<file path="config.mk">
export PLATFORM = sky130hd
export DESIGN_NAME = sprite_motion_ctl_flat
export DESIGN_NICKNAME = d
export VERILOG_FILES = /design/src/rtl/sprite_motion_ctl_if.sv /design/src/rtl/sprite_motion_ctl.sv /design/src/flat_wrapper.sv
export SDC_FILE = /design/constraint.sdc
export NUM_CORES = 1
export LEC_CHECK = 0
export BUFFER_PORTS_ARGS = -buffer_cell sky130_fd_sc_hd__buf_4
export CELL_PAD_IN_SITES_DETAIL_PLACEMENT = 1
export CELL_PAD_IN_SITES_GLOBAL_PLACEMENT = 1
export CORE_MARGIN = 2
export CORE_UTILIZATION = 45
export DETAILED_ROUTE_END_ITERATION = 10
export PLACE_DENSITY_LB_ADDON = 0.1
export REMOVE_ABC_BUFFERS = 1
export SYNTH_ARGS = -nofsm -noshare
export SYNTH_HDL_FRONTEND = slang
export SYNTH_SLANG_ARGS = --single-unit
</file>
<file path="constraint.sdc">
create_clock -name pclk -period 6.08 [get_ports pclk]
set_input_delay 1.216 -clock pclk [delete_from_list [all_inputs] [get_ports pclk]]
set_output_delay 1.216 -clock pclk [all_outputs]
set_load 0.03 [all_outputs]
</file>
<file path="src/rtl/sprite_motion_ctl_if.sv">
// -----------------------------------------------------------------------------
// sprite_motion_ctl_if
//   Bundles the signals between the sprite position controller and its
//   surroundings (timing chain, buttons, draw_rect).
//   vblnk_in   : vertical blank from the timing chain
//   btn_left   : asynchronous button, active-high
//   btn_right  : asynchronous button, active-high
//   btn_jump   : asynchronous button, active-high
//   xpos       : sprite left edge (12 bit), to draw_rect
//   ypos       : sprite top edge (12 bit), to draw_rect
//   airborne   : high while the sprite is rising or falling
//   master : the side driving vblank/buttons and consuming the position
//   slave  : the position controller itself
// -----------------------------------------------------------------------------
interface sprite_motion_ctl_if;
   logic        vblnk_in;
   logic        btn_left;
   logic        btn_right;
   logic        btn_jump;
   logic [11:0] xpos;
   logic [11:0] ypos;
   logic        airborne;

   modport master (
      output vblnk_in, btn_left, btn_right, btn_jump,
      input  xpos, ypos, airborne
   );

   modport slave (
      input  vblnk_in, btn_left, btn_right, btn_jump,
      output xpos, ypos, airborne
   );
endinterface

</file>
<file path="src/rtl/sprite_motion_ctl.sv">
// -----------------------------------------------------------------------------
// sprite_motion_ctl
//   Per-frame position controller for the player sprite. Walks left/right on
//   buttons, jumps with an integer gravity model and clamps to the screen.
//   Position is updated once per frame on the first clock of vertical blank,
//   so draw_rect never sees the sprite move mid-frame.
// Ports
//   pclk : pixel clock
//   rst  : asynchronous, active-high reset
//   bus  : sprite_motion_ctl_if.slave (vblnk_in, buttons in; xpos, ypos,
//          airborne out)
// -----------------------------------------------------------------------------
module sprite_motion_ctl #(
   parameter int SCREEN_W    = 1024,
   parameter int SCREEN_H    = 768,
   parameter int RECT_WIDTH  = 64,
   parameter int RECT_HEIGHT = 64,
   parameter int X_INIT      = 480,
   parameter int Y_GROUND    = 640,
   parameter int STEP_X      = 4,
   parameter int JUMP_V0     = 12,
   parameter int GRAVITY     = 1
) (
   input  logic               pclk,
   input  logic               rst,
   sprite_motion_ctl_if.slave bus
);

   typedef enum logic [1:0] {
      ST_GROUND = 2'd0,
      ST_RISE   = 2'd1,
      ST_FALL   = 2'd2
   } state_t;

   // All position arithmetic is carried in 13 bits so sums never wrap.
   localparam logic [12:0] X_MAX   = 13'(SCREEN_W - 1 - RECT_WIDTH);
   localparam logic [12:0] Y_MAX   = 13'(SCREEN_H - 1 - RECT_HEIGHT);
   // Ground level is kept on screen even if Y_GROUND is set too low.
   localparam logic [12:0] Y_FLOOR = (13'(Y_GROUND) <= Y_MAX) ? 13'(Y_GROUND) : Y_MAX;
   localparam logic [12:0] STEP    = 13'(STEP_X);
   localparam logic [11:0] X_RST   = 12'(X_INIT);
   localparam logic [5:0]  V0      = 6'(JUMP_V0);
   localparam logic [5:0]  GRAV    = 6'(GRAVITY);

   // Button vectors are ordered {jump, right, left}.
   logic [2:0]  btn_s1_q, btn_s1_d;
   logic [2:0]  btn_s2_q, btn_s2_d;
   logic        jump_prev_q, jump_prev_d;
   logic        vblnk_prev_q, vblnk_prev_d;
   logic        jump_req_q, jump_req_d;
   state_t      state_q, state_d;
   logic [5:0]  vel_q, vel_d;
   logic [11:0] x_q, x_d;
   logic [11:0] y_q, y_d;
   logic        airborne_q, airborne_d;

   logic        tick;
   logic        jump_edge;
   logic        go_left;
   logic        go_right;
   logic [12:0] x_wide;
   logic [12:0] y_wide;
   logic [12:0] x_step;
   logic [12:0] y_sum;
   logic [6:0]  vel_fall;

   always_comb begin
      btn_s1_d     = {bus.btn_jump, bus.btn_right, bus.btn_left};
      btn_s2_d     = btn_s1_q;
      jump_prev_d  = btn_s2_q[2];
      vblnk_prev_d = bus.vblnk_in;

      tick      = bus.vblnk_in & ~vblnk_prev_q;
      jump_edge = btn_s2_q[2] & ~jump_prev_q;
      go_left   = btn_s2_q[0] & ~btn_s2_q[1];
      go_right  = btn_s2_q[1] & ~btn_s2_q[0];

      x_wide = {1'b0, x_q};
      y_wide = {1'b0, y_q};

      x_step = x_wide + STEP;
      if (x_step > X_MAX) begin
         x_step = X_MAX;
      end

      // Falling speed saturates at the launch speed.
      vel_fall = {1'b0, vel_q} + {1'b0, GRAV};
      if (vel_fall > {1'b0, V0}) begin
         vel_fall = {1'b0, V0};
      end
      y_sum = y_wide + {6'd0, vel_fall};

      x_d        = x_q;
      y_d        = y_q;
      vel_d      = vel_q;
      state_d    = state_q;
      airborne_d = airborne_q;

      // A jump edge coinciding with the tick survives into the next frame.
      jump_req_d = jump_req_q;
      if (tick) begin
         jump_req_d = 1'b0;
      end
      if (jump_edge) begin
         jump_req_d = 1'b1;
      end

      if (tick) begin
         if (go_left) begin
            x_d = (x_wide < STEP) ? 12'd0 : (x_q - STEP[11:0]);
         end else if (go_right) begin
            x_d = x_step[11:0];
         end

         case (state_q)
            ST_GROUND: begin
               y_d   = Y_FLOOR[11:0];
               vel_d = 6'd0;
               if (jump_req_q) begin
                  state_d = ST_RISE;
                  vel_d   = V0;
               end
            end
            ST_RISE: begin
               if ({7'd0, vel_q} > y_wide) begin
                  // Would leave the top of the screen: stop at row 0.
                  y_d     = 12'd0;
                  vel_d   = 6'd0;
                  state_d = ST_FALL;
               end else begin
                  y_d = y_q - {6'd0, vel_q};
                  if (vel_q <= GRAV) begin
                     vel_d   = 6'd0;
                     state_d = ST_FALL;
                  end else begin
                     vel_d = vel_q - GRAV;
                  end
               end
            end
            ST_FALL: begin
               if (y_sum >= Y_FLOOR) begin
                  y_d     = Y_FLOOR[11:0];
                  vel_d   = 6'd0;
                  state_d = ST_GROUND;
               end else begin
                  y_d   = y_sum[11:0];
                  vel_d = vel_fall[5:0];
               end
            end
            default: begin
               y_d     = Y_FLOOR[11:0];
               vel_d   = 6'd0;
               state_d = ST_GROUND;
            end
         endcase

         airborne_d = (state_d != ST_GROUND);
      end
   end

   always_ff @(posedge pclk or posedge rst) begin
      if (rst) begin
         btn_s1_q     <= 3'd0;
         btn_s2_q     <= 3'd0;
         jump_prev_q  <= 1'b0;
         vblnk_prev_q <= 1'b0;
         jump_req_q   <= 1'b0;
         state_q      <= ST_GROUND;
         vel_q        <= 6'd0;
         x_q          <= X_RST;
         y_q          <= Y_FLOOR[11:0];
         airborne_q   <= 1'b0;
      end else begin
         btn_s1_q     <= btn_s1_d;
         btn_s2_q     <= btn_s2_d;
         jump_prev_q  <= jump_prev_d;
         vblnk_prev_q <= vblnk_prev_d;
         jump_req_q   <= jump_req_d;
         state_q      <= state_d;
         vel_q        <= vel_d;
         x_q          <= x_d;
         y_q          <= y_d;
         airborne_q   <= airborne_d;
      end
   end

   assign bus.xpos     = x_q;
   assign bus.ypos     = y_q;
   assign bus.airborne = airborne_q;

endmodule

</file>
<file path="src/flat_wrapper.sv">
// flat-port wrapper written by rule: the top's interface ports become plain ports
module sprite_motion_ctl_flat 
#(
   parameter int SCREEN_W    = 1024,
   parameter int SCREEN_H    = 768,
   parameter int RECT_WIDTH  = 64,
   parameter int RECT_HEIGHT = 64,
   parameter int X_INIT      = 480,
   parameter int Y_GROUND    = 640,
   parameter int STEP_X      = 4,
   parameter int JUMP_V0     = 12,
   parameter int GRAVITY     = 1
)
  (pclk, rst, bus_vblnk_in, bus_btn_left, bus_btn_right, bus_btn_jump, bus_xpos, bus_ypos, bus_airborne);
  sprite_motion_ctl_if bus_i ();
  input  logic pclk;
  input  logic rst;
  input wire logic [$bits(bus_i.vblnk_in)-1:0] bus_vblnk_in;
  input wire logic [$bits(bus_i.btn_left)-1:0] bus_btn_left;
  input wire logic [$bits(bus_i.btn_right)-1:0] bus_btn_right;
  input wire logic [$bits(bus_i.btn_jump)-1:0] bus_btn_jump;
  output wire logic [$bits(bus_i.xpos)-1:0] bus_xpos;
  output wire logic [$bits(bus_i.ypos)-1:0] bus_ypos;
  output wire logic [$bits(bus_i.airborne)-1:0] bus_airborne;
  assign bus_i.vblnk_in = bus_vblnk_in;
  assign bus_i.btn_left = bus_btn_left;
  assign bus_i.btn_right = bus_btn_right;
  assign bus_i.btn_jump = bus_btn_jump;
  assign bus_xpos = bus_i.xpos;
  assign bus_ypos = bus_i.ypos;
  assign bus_airborne = bus_i.airborne;
  sprite_motion_ctl #(.SCREEN_W(SCREEN_W), .SCREEN_H(SCREEN_H), .RECT_WIDTH(RECT_WIDTH), .RECT_HEIGHT(RECT_HEIGHT), .X_INIT(X_INIT), .Y_GROUND(Y_GROUND), .STEP_X(STEP_X), .JUMP_V0(JUMP_V0), .GRAVITY(GRAVITY)) u_core (.pclk(pclk), .rst(rst), .bus(bus_i));
endmodule
</file>
==> reports/metrics.csv, run 1 <==
stage;metric;value;unit
cts;clock-sinks;41;
logic_synthesis;syn_inst;398;
setup_path;cp-end-kind;flip-flop;
routing;vias;3127;
pwr;swShare;0.502;
sta;relSlewSlack;0.373;
cts;cts_root_buffer;clkbuf_8;
pwr;p_leak;1.52;nW
pwr;switching_power;0.000946;W
cts;cts_resized;0;
global_route;antenna_found_initial;0;
setup_path;cp_max_fo;10;
global_route;grt_overflow;0;
sta;max_freq;220;MHz
die;core;6830;um2
final_layout;finalNonFillerCells;516;
sta;setup_viol;0;
logic_synthesis;ys_ff_latch;41;
setup_path;critPathMaxStageDelay;0.54;ns
pwr;pwr_density_cell;519;nW/um2
cts;post-cts-setup-buffer-count;0;
final_layout;area_growth;13.2;%
cts;postCtsHoldBufs;0;
final_layout;design_area;3630;um2
logic_synthesis;ys_async_sr_fraction;1.00;
logic_synthesis;synth_top_family_by_area;compound AO/OA/AOI/OAI gates;
pwr;p_int;0.000940;W
setup_path;slowest_stage;dfrtp_1;
sta;final.setup.worst_slack;1.54;ns
global_route;grt_max_degree;42;
cts;path_clk_slew;0.09;ns
job;cap_viol_max_count;0;
final_layout;fillers;842;
setup_path;crit_path_frequent_cell;o21ai_0;
die;die_h;88.4;um
routing;final_antenna_net_count;0;
die;dieWidth;88.4;um
logic_synthesis;synthSimpleGateAreaFrac;0.194;
pwr;total_power;0.00189;W
pwr;p_clk_frac;0.147;
sta;tightest_slew;0.937;ns
pwr;ir_drop;0.250;mV
status;outcome;complete, no violations;
sta;drv_slew;0;
final_layout;diodes;0;
routing;wl;9160;um
logic_synthesis;synth.mux.area_fraction;0;
die;rows;30;
logic_synthesis;synth_area;3210;um2
logic_synthesis;avgSynthCellArea;8.06;um2
setup_path;crit_chain;nand2_1 -> and3_1 -> o21ai_0 -> nor2_1 -> o21ai_0 -> a21oi_1 -> ha_1 -> fa_1 -> a211oi_2 -> o21ai_1 -> a21o_1 -> or4_1 -> and4_1 -> a311oi_2 -> o22ai_1;
place;pre_cts_ws;1.64;ns
setup_path;cp.required;6.26;ns
sta;period_share;0.746;
cts;clkLatencyLatePin;0.30;ns
place;hpwlAfterDp;6670;um
pwr;p_comb_frac;0.581;
global_route;grt_pass1_vias;3114;
logic_synthesis;synth.largest_area_cell;dfrtp_1;
logic_synthesis;ys_types;54;
sta;setup_tns;0;ns
final_layout;finalNetCount;451;
place;placed_area;3490;um2
logic_synthesis;synthTopCellsByArea;dfrtp_1, ha_1, o21ai_0;
pwr;power_frac_seq;0.272;
place;gp_congestion;0.843;
setup_path;cp_num_buf_inv;0;
sta;fin_crit;4.54;ns
routing;drt_iter0_markers;132;
logic_synthesis;synth-compound-area-share;0.285;
sta;clock_skew;0.00752;ns
die;ioPinCount;31;
setup_path;start_kind;flip-flop;
sta;rsz0062_at_grt;false;
routing;wl_per_cell;17.7;um
routing;vias_per_cell;6.06;
global_route;grt_pass1_wl;15600;um
setup_path;crit_arrival;4.72;ns
logic_synthesis;ys.flop_type;dfrtp_1;
routing;route.detailed.drc;0;
cts;htreeDepth;2;
die;initial_utilization;0.470;
final_layout;drive_gt1_frac;0.121;
logic_synthesis;yosysSeqAreaShare;0.322;
logic_synthesis;synth_xor_area_frac;0.0410;
routing;firstDrtPassIters;4;
setup_path;crit_type;flip-flop to flip-flop;
setup_path;crit_family;compound AO/OA/AOI/OAI gates;
logic_synthesis;synth_fa_ha_area_frac;0.106;
logic_synthesis;ys_warn_count;0;
sta;hold_viol_final;0;
place;io_buffers;30;
cts;cts_tree;done;
hold_path;hold_path.class;flip-flop to flip-flop;
die;die-area;7820;um2
logic_synthesis;synth_top_area_frac;0.273;
logic_synthesis;synth_edf_count;0;
cts;clockBufferDepth;2;
global_route;grt.total_usage;0.252;
place;dp_cells;508;
cts;cts_buffers;5;
==> per-stage QoR <==
stage / util / hold WS [ns]
3_5_place_dp: 0.511 / 0.341
6_report: 0.532 / 0.360
2_1_floorplan: - / 0.331
4_1_cts: 0.532 / 0.362
3_3_place_gp: 0.511 / 0.338
5_1_grt: 0.532 / 0.374
==> flip-flops by register name (all words and copies together) (netlist names) <==
register and flops:
u_core.bus.ypos 12, u_core.bus.xpos 11, u_core.vel_q 6, u_core.btn_s1_q 3, u_core.btn_s2_q 3, u_core.state_q 2, u_core.bus.airborne 1, u_core.jump_prev_q 1
u_core.jump_req_q 1, u_core.vblnk_prev_q 1
==> cells by family (layout without fill, tap and decap cells) <==
kind of cell    after synthesis  count (layout)
flops                        41              41
simple gates                129             129
other cells                   1               3
buf+inv                      40              60
fa+ha+maj                    26              26
compound gates              146             146
xor+xnor                     15              15
==> worst paths after layout <==
check | startpoint | slack [ns] | to | cells after the start
min in group asynchronous | rst | 1.03 | u_core.btn_s2_q[1] | 3
max reg2reg | u_core.vel_q[0] | 1.54 | u_core.bus.ypos[8] | 15
max | u_core.vel_q[0] | 1.54 | u_core.bus.ypos[8] | 15
min | u_core.btn_s1_q[1] | 0.36 | u_core.btn_s2_q[1] | 0
min reg2reg | u_core.btn_s1_q[1] | 0.36 | u_core.btn_s2_q[1] | 0
max in group asynchronous | rst | 4.65 | u_core.bus.ypos[9] | 3
==> layer usage <==
layer,vias to the layer above,global-route usage,part of all wire
met5,-,0,0
met4,0,0.0661,0.017
met3,11,0.0345,0.020
met2,35,0.441,0.49
met1,1570,0.327,0.47
li1,1511,-,-
==> cell type report <==
class	count	area [um2]	area share
clock buffer	5	68.8	0.0190
sequential	41	1030	0.285
timing repair buffer	33	248	0.0682
tap	96	120	0.0331
multi-input combinational	319	2020	0.557
clock inverter	3	68.8	0.0190
inverter	19	71.3	0.0196
==> worst register-to-register path, stage by stage (launching register included) <==
cell and delay [ns]:
dfrtp_1 0.54, nand2_1 0.19, and3_1 0.22, o21ai_0 0.14
nor2_1 0.06, o21ai_0 0.38, a21oi_1 0.18, ha_1 0.26
fa_1 0.44, a211oi_2 0.31, o21ai_1 0.13, a21o_1 0.28
or4_1 0.51, and4_1 0.35, a311oi_2 0.32, o22ai_1 0.11
==> cells in the final DEF (no fill, tap or decap), types with 2 or more instances in the layout <==
cell type  netlist  final
nand3_1         11     11
buf_4            1     33
dfrtp_1         35     35
and3_1           6      6
a31oi_1          5      5
o21ai_0         53     53
nor2_1          27     27
dfstp_2          6      6
o31ai_1          8      8
a21oi_1         31     31
o221ai_1         2      2
fa_1             2      2
nor3b_1          2      2
ha_1            24     24
conb_1           1      3
inv_1           19     18
or3_1            2      2
o211ai_1         8      8
o22ai_1          3      3
o41ai_1          2      2
or4_1            2      2
nor2b_1          3      3
nand4_1          6      6
o311ai_0         3      3
a221o_1          2      2
nor3_1          14     14
a22oi_1          8      8
nand2_1         40     40
a21o_1           5      5
clkbuf_8         0      5
bufinv_16        0      2
a211oi_1         4      4
xor2_1           4      4
nand2b_1         4      4
nor4_1           6      6
xnor2_1         11     11
==> cells in the mapped netlist, types with 4 or more instances <==
master	count
a22oi_1	8
xor2_1	4
and3_1	6
clkbuf_1	19
xnor2_1	11
nand4_1	6
a211oi_1	4
o21ai_0	53
o31ai_1	8
inv_1	19
nand3_1	11
o211ai_1	8
dfstp_2	6
a21o_1	5
nand2_1	40
nand2b_1	4
ha_1	24
a21oi_1	31
a31oi_1	5
nor3_1	14
dfrtp_1	35
nor4_1	6
nor2_1	27
==> power by group through the flow <==
stage / registers, W / logic, W / clock network (W)
6_report: 0.000512 / 0.00110 / 0.000277
5_1_grt: 0.000529 / 0.00122 / 0.000290
4_1_cts: 0.000510 / 0.00110 / 0.000279
2_1_floorplan: 0.000562 / 0.000706 / 0
3_5_place_dp: 0.000514 / 0.00109 / 0
3_3_place_gp: 0.000513 / 0.00106 / 0
(Power assumes the default switching activity.)
==> run 2: changes to the inputs <==
ABC_AREA = 1   (was not set)
CORE_UTILIZATION = 40   (was 45)
clock period = 4.1 ns   (was 6.08 ns; I/O delays follow)
==> reports/metrics.csv, run 2 <==
stage;metric;value;unit;change
cts;cts_root_buffer;clkbuf_8;;
sta;drv_slew;0;;unchanged
global_route;grt_overflow;0;;unchanged
place;gp_congestion;0.859;;+1.9%
setup_path;r2r_start;u_core.vel_q[0];;
routing;route.detailed.drc;0;;unchanged
logic_synthesis;ys_warn_count;0;;unchanged
global_route;antenna_found_initial;0;;unchanged
setup_path;cp_max_fo;7;;-3
sta;relSlewSlack;0.607;;+0.234
sta;setup_viol;0;;unchanged
pwr;total_power;0.00355;W;+88%
logic_synthesis;synth.largest_area_cell;dfrtp_1;;
routing;drt_iter0_markers;133;;+0.76%
final_layout;fillers;1200;;+43%
routing;final_antenna_net_count;0;;unchanged
pwr;ir_drop;0.373;mV;+49%
logic_synthesis;ys_ff_latch;41;;unchanged
final_layout;layout_commonest_cell;nand2_1;;
final_layout;multi_input_area;2310;um2;+14%
final_layout;final_cell_mix;nand2_1, inv_1, nand3_1, nor2_1, dfrtp_1;;
logic_synthesis;ys_async_sr_fraction;1.00;;unchanged
setup_path;r2r_cells;20;;+5
cts;cts_buffers;5;;unchanged
cts;post-cts-setup-buffer-count;0;;unchanged
die;rows;35;;+17%
cts;htreeDepth;2;;unchanged
final_layout;design_area;4160;um2;+15%
sta;max_freq;318;MHz;+44%
setup_path;crit_cells;20;;+5
pwr;p_leak;2.15;nW;+42%
die;die-area;10100;um2;+29%
routing;vias_per_cell;5.32;;-12%
setup_path;slowest_stage;dfrtp_1;;
logic_synthesis;yosysSeqAreaShare;0.278;;-0.0438
die;ioPinCount;31;;unchanged
sta;final.setup.worst_slack;0.960;ns;-0.584 ns
final_layout;diodes;0;;unchanged
sta;fin_crit;3.14;ns;-1.40 ns
logic_synthesis;synth_area;3710;um2;+16%
final_layout;drive_gt1_frac;0.166;;+0.0449
routing;wl_per_cell;16.5;um;-7.2%
setup_path;critPathMaxStageDelay;0.47;ns;-0.07 ns
final_layout;finalNetCount;596;;+32%
global_route;grt_max_degree;42;;unchanged
setup_path;cp_num_buf_inv;1;;+1
logic_synthesis;synthTopCellsByArea;dfrtp_1, nand2_1, ha_1;;
final_layout;largest_reg_flops;12;;unchanged
sta;clock_skew;0.0144;ns;+0.00684 ns
setup_path;cp.required;4.29;ns;-1.97 ns
die;initial_utilization;0.408;;-0.0620
die;die_h;100;um;+13%
setup_path;crit_arrival;3.33;ns;-1.39 ns
sta;period_share;0.766;;+0.0198
pwr;pwr_density_cell;854;nW/um2;+64%
sta;setup_tns;0;ns;unchanged
setup_path;crit_end;u_core.bus.ypos[6];;
sta;rsz0062_at_grt;false;;
setup_path;setup.worst_path.start;u_core.vel_q[0];;
routing;vias;3597;;+15%
logic_synthesis;synth_edf_count;0;;unchanged
cts;cts_tree;done;;
logic_synthesis;ys_types;46;;-15%
cts;path_clk_slew;0.09;ns;about the same
logic_synthesis;ys.flop_type;dfrtp_1;;
sta;tightest_slew;0.589;ns;-0.349 ns
setup_path;regToRegSetupSlack;0.96;ns;-0.58 ns
cts;clkLatencyLatePin;0.31;ns;about the same
setup_path;crit_path_frequent_cell;nand3_1;;
cts;clock-sinks;41;;unchanged
cts;cts_resized;0;;unchanged
cts;clockBufferDepth;2;;unchanged
hold_path;hold_depth;0;;unchanged
place;pre_cts_ws;1.02;ns;-0.620 ns
logic_synthesis;synth.most_common_cell;nand2_1;;
place;hpwlAfterDp;8780;um;+32%
logic_synthesis;synth_top_area_frac;0.236;;-0.0371
logic_synthesis;syn_inst;533;;+34%
status;outcome;complete, no violations;;
global_route;grt_pass1_vias;3741;;+20%
die;dieWidth;100;um;+13%
cts;postCtsHoldBufs;0;;unchanged
setup_path;r2r-end;u_core.bus.ypos[6];;
setup_path;crit_type;flip-flop to flip-flop;;
routing;wl;11100;um;+22%
hold_path;hold_path.class;flip-flop to flip-flop;;
final_layout;final_util;0.457;;-0.0746
sta;hold_viol_final;0;;unchanged
job;cap_viol_max_count;0;;unchanged
final_layout;area_growth;12.1;%;
global_route;grt.total_usage;0.238;;-0.0133
setup_path;crit_chain;ha_1 -> nand3_1 -> xor2_1 -> nor3_1 -> nand3_1 -> inv_1 -> ha_1 -> fa_1 -> nand3_1 -> nand3_2 -> nand2_1 -> nand2_1 -> nand2_1 -> nand2_1 -> nand2_2 -> nand2_8 -> nand2_8 -> nor2_4 -> nand3_1 -> nand3_1;;
final_layout;seq_area;1030;um2;unchanged
setup_path;cp-end-kind;flip-flop;;
logic_synthesis;avgSynthCellArea;6.96;um2;-14%
global_route;grt_pass1_wl;18900;um;+22%
logic_synthesis;yosys-top-cells-count;nand2_1, inv_1, nand3_1;;
setup_path;crit_family;simple AND/OR/NAND/NOR gates;;
die;core;9110;um2;+33%
place;io_buffers;30;;unchanged
routing;firstDrtPassIters;4;;unchanged
place;placed_area;4020;um2;+15%
setup_path;start_kind;flip-flop;;
run 2: cell type report:
cell class,count,area share
Clock buffer,5,0.0165
Clock inverter,3,0.0165
Inverter,77,0.0707
Multi-Input combinational cell,406,0.555
Sequential cell,41,0.248
Tap cell,111,0.0334
Timing Repair Buffer,33,0.0595
run 2: layer usage:
metal  wire length, um  part of all wire  vias to the layer above  global-route usage
li1                  -                 -                     1779                   -
met1              5660              0.51                     1763               0.347
met2              5070              0.46                       42               0.380
met3               267             0.024                       13              0.0299
met4               140             0.013                        0              0.0495
met5                 0                 0                        -                   0
run 2: worst reg2reg max path, stage by stage, from the launching register on:
cell and delay (ns):
dfrtp_1 0.47, ha_1 0.27, nand3_1 0.11, xor2_1 0.20, nor3_1 0.09, nand3_1 0.07
inv_1 0.06, ha_1 0.23, fa_1 0.47, nand3_1 0.14, nand3_2 0.09, nand2_1 0.10
nand2_1 0.07, nand2_1 0.08, nand2_1 0.07, nand2_2 0.11, nand2_8 0.09, nand2_8 0.11
nor2_4 0.05, nand3_1 0.07, nand3_1 0.08
run 2: worst min path at each step:
stage / startpoint / endpoint / slack [ns]
global route: u_core.btn_s1_q[0] / u_core.btn_s2_q[0] / 0.37
floorplan: u_core.btn_s1_q[0] / u_core.btn_s2_q[0] / 0.33
global placement: u_core.btn_s1_q[1] / u_core.btn_s2_q[1] / 0.34
detailed placement: u_core.btn_s1_q[0] / u_core.btn_s2_q[0] / 0.34
CTS: u_core.btn_s1_q[0] / u_core.btn_s2_q[0] / 0.36
finish: u_core.btn_s1_q[0] / u_core.btn_s2_q[0] / 0.35
run 2: power by group:
part           switching [W]  internal (W)  leakage (nW)
Combinational        0.00156      0.000804          1.57
Clock               0.000170      0.000245        0.0687
Sequential          0.000234      0.000543         0.512
run 2: cell families (layout without fill, tap and decap cells):
logic type,count (synthesis),count (layout),share of synthesized area
simple gates,300,300,0.383
flops,41,41,0.278
fa+ha+maj,26,26,0.0917
other cells,1,3,0.00101
buf+inv,88,118,0.101
compound gates,58,58,0.100
xor+xnor,19,19,0.0448
run 2: through the flow:
stage	hold WS [ns]	std cells
after floorplan	0.331	524
after global placement	0.335	668
after detailed placement	0.336	668
after CTS	0.357	676
after global routing	0.371	676
final	0.354	676
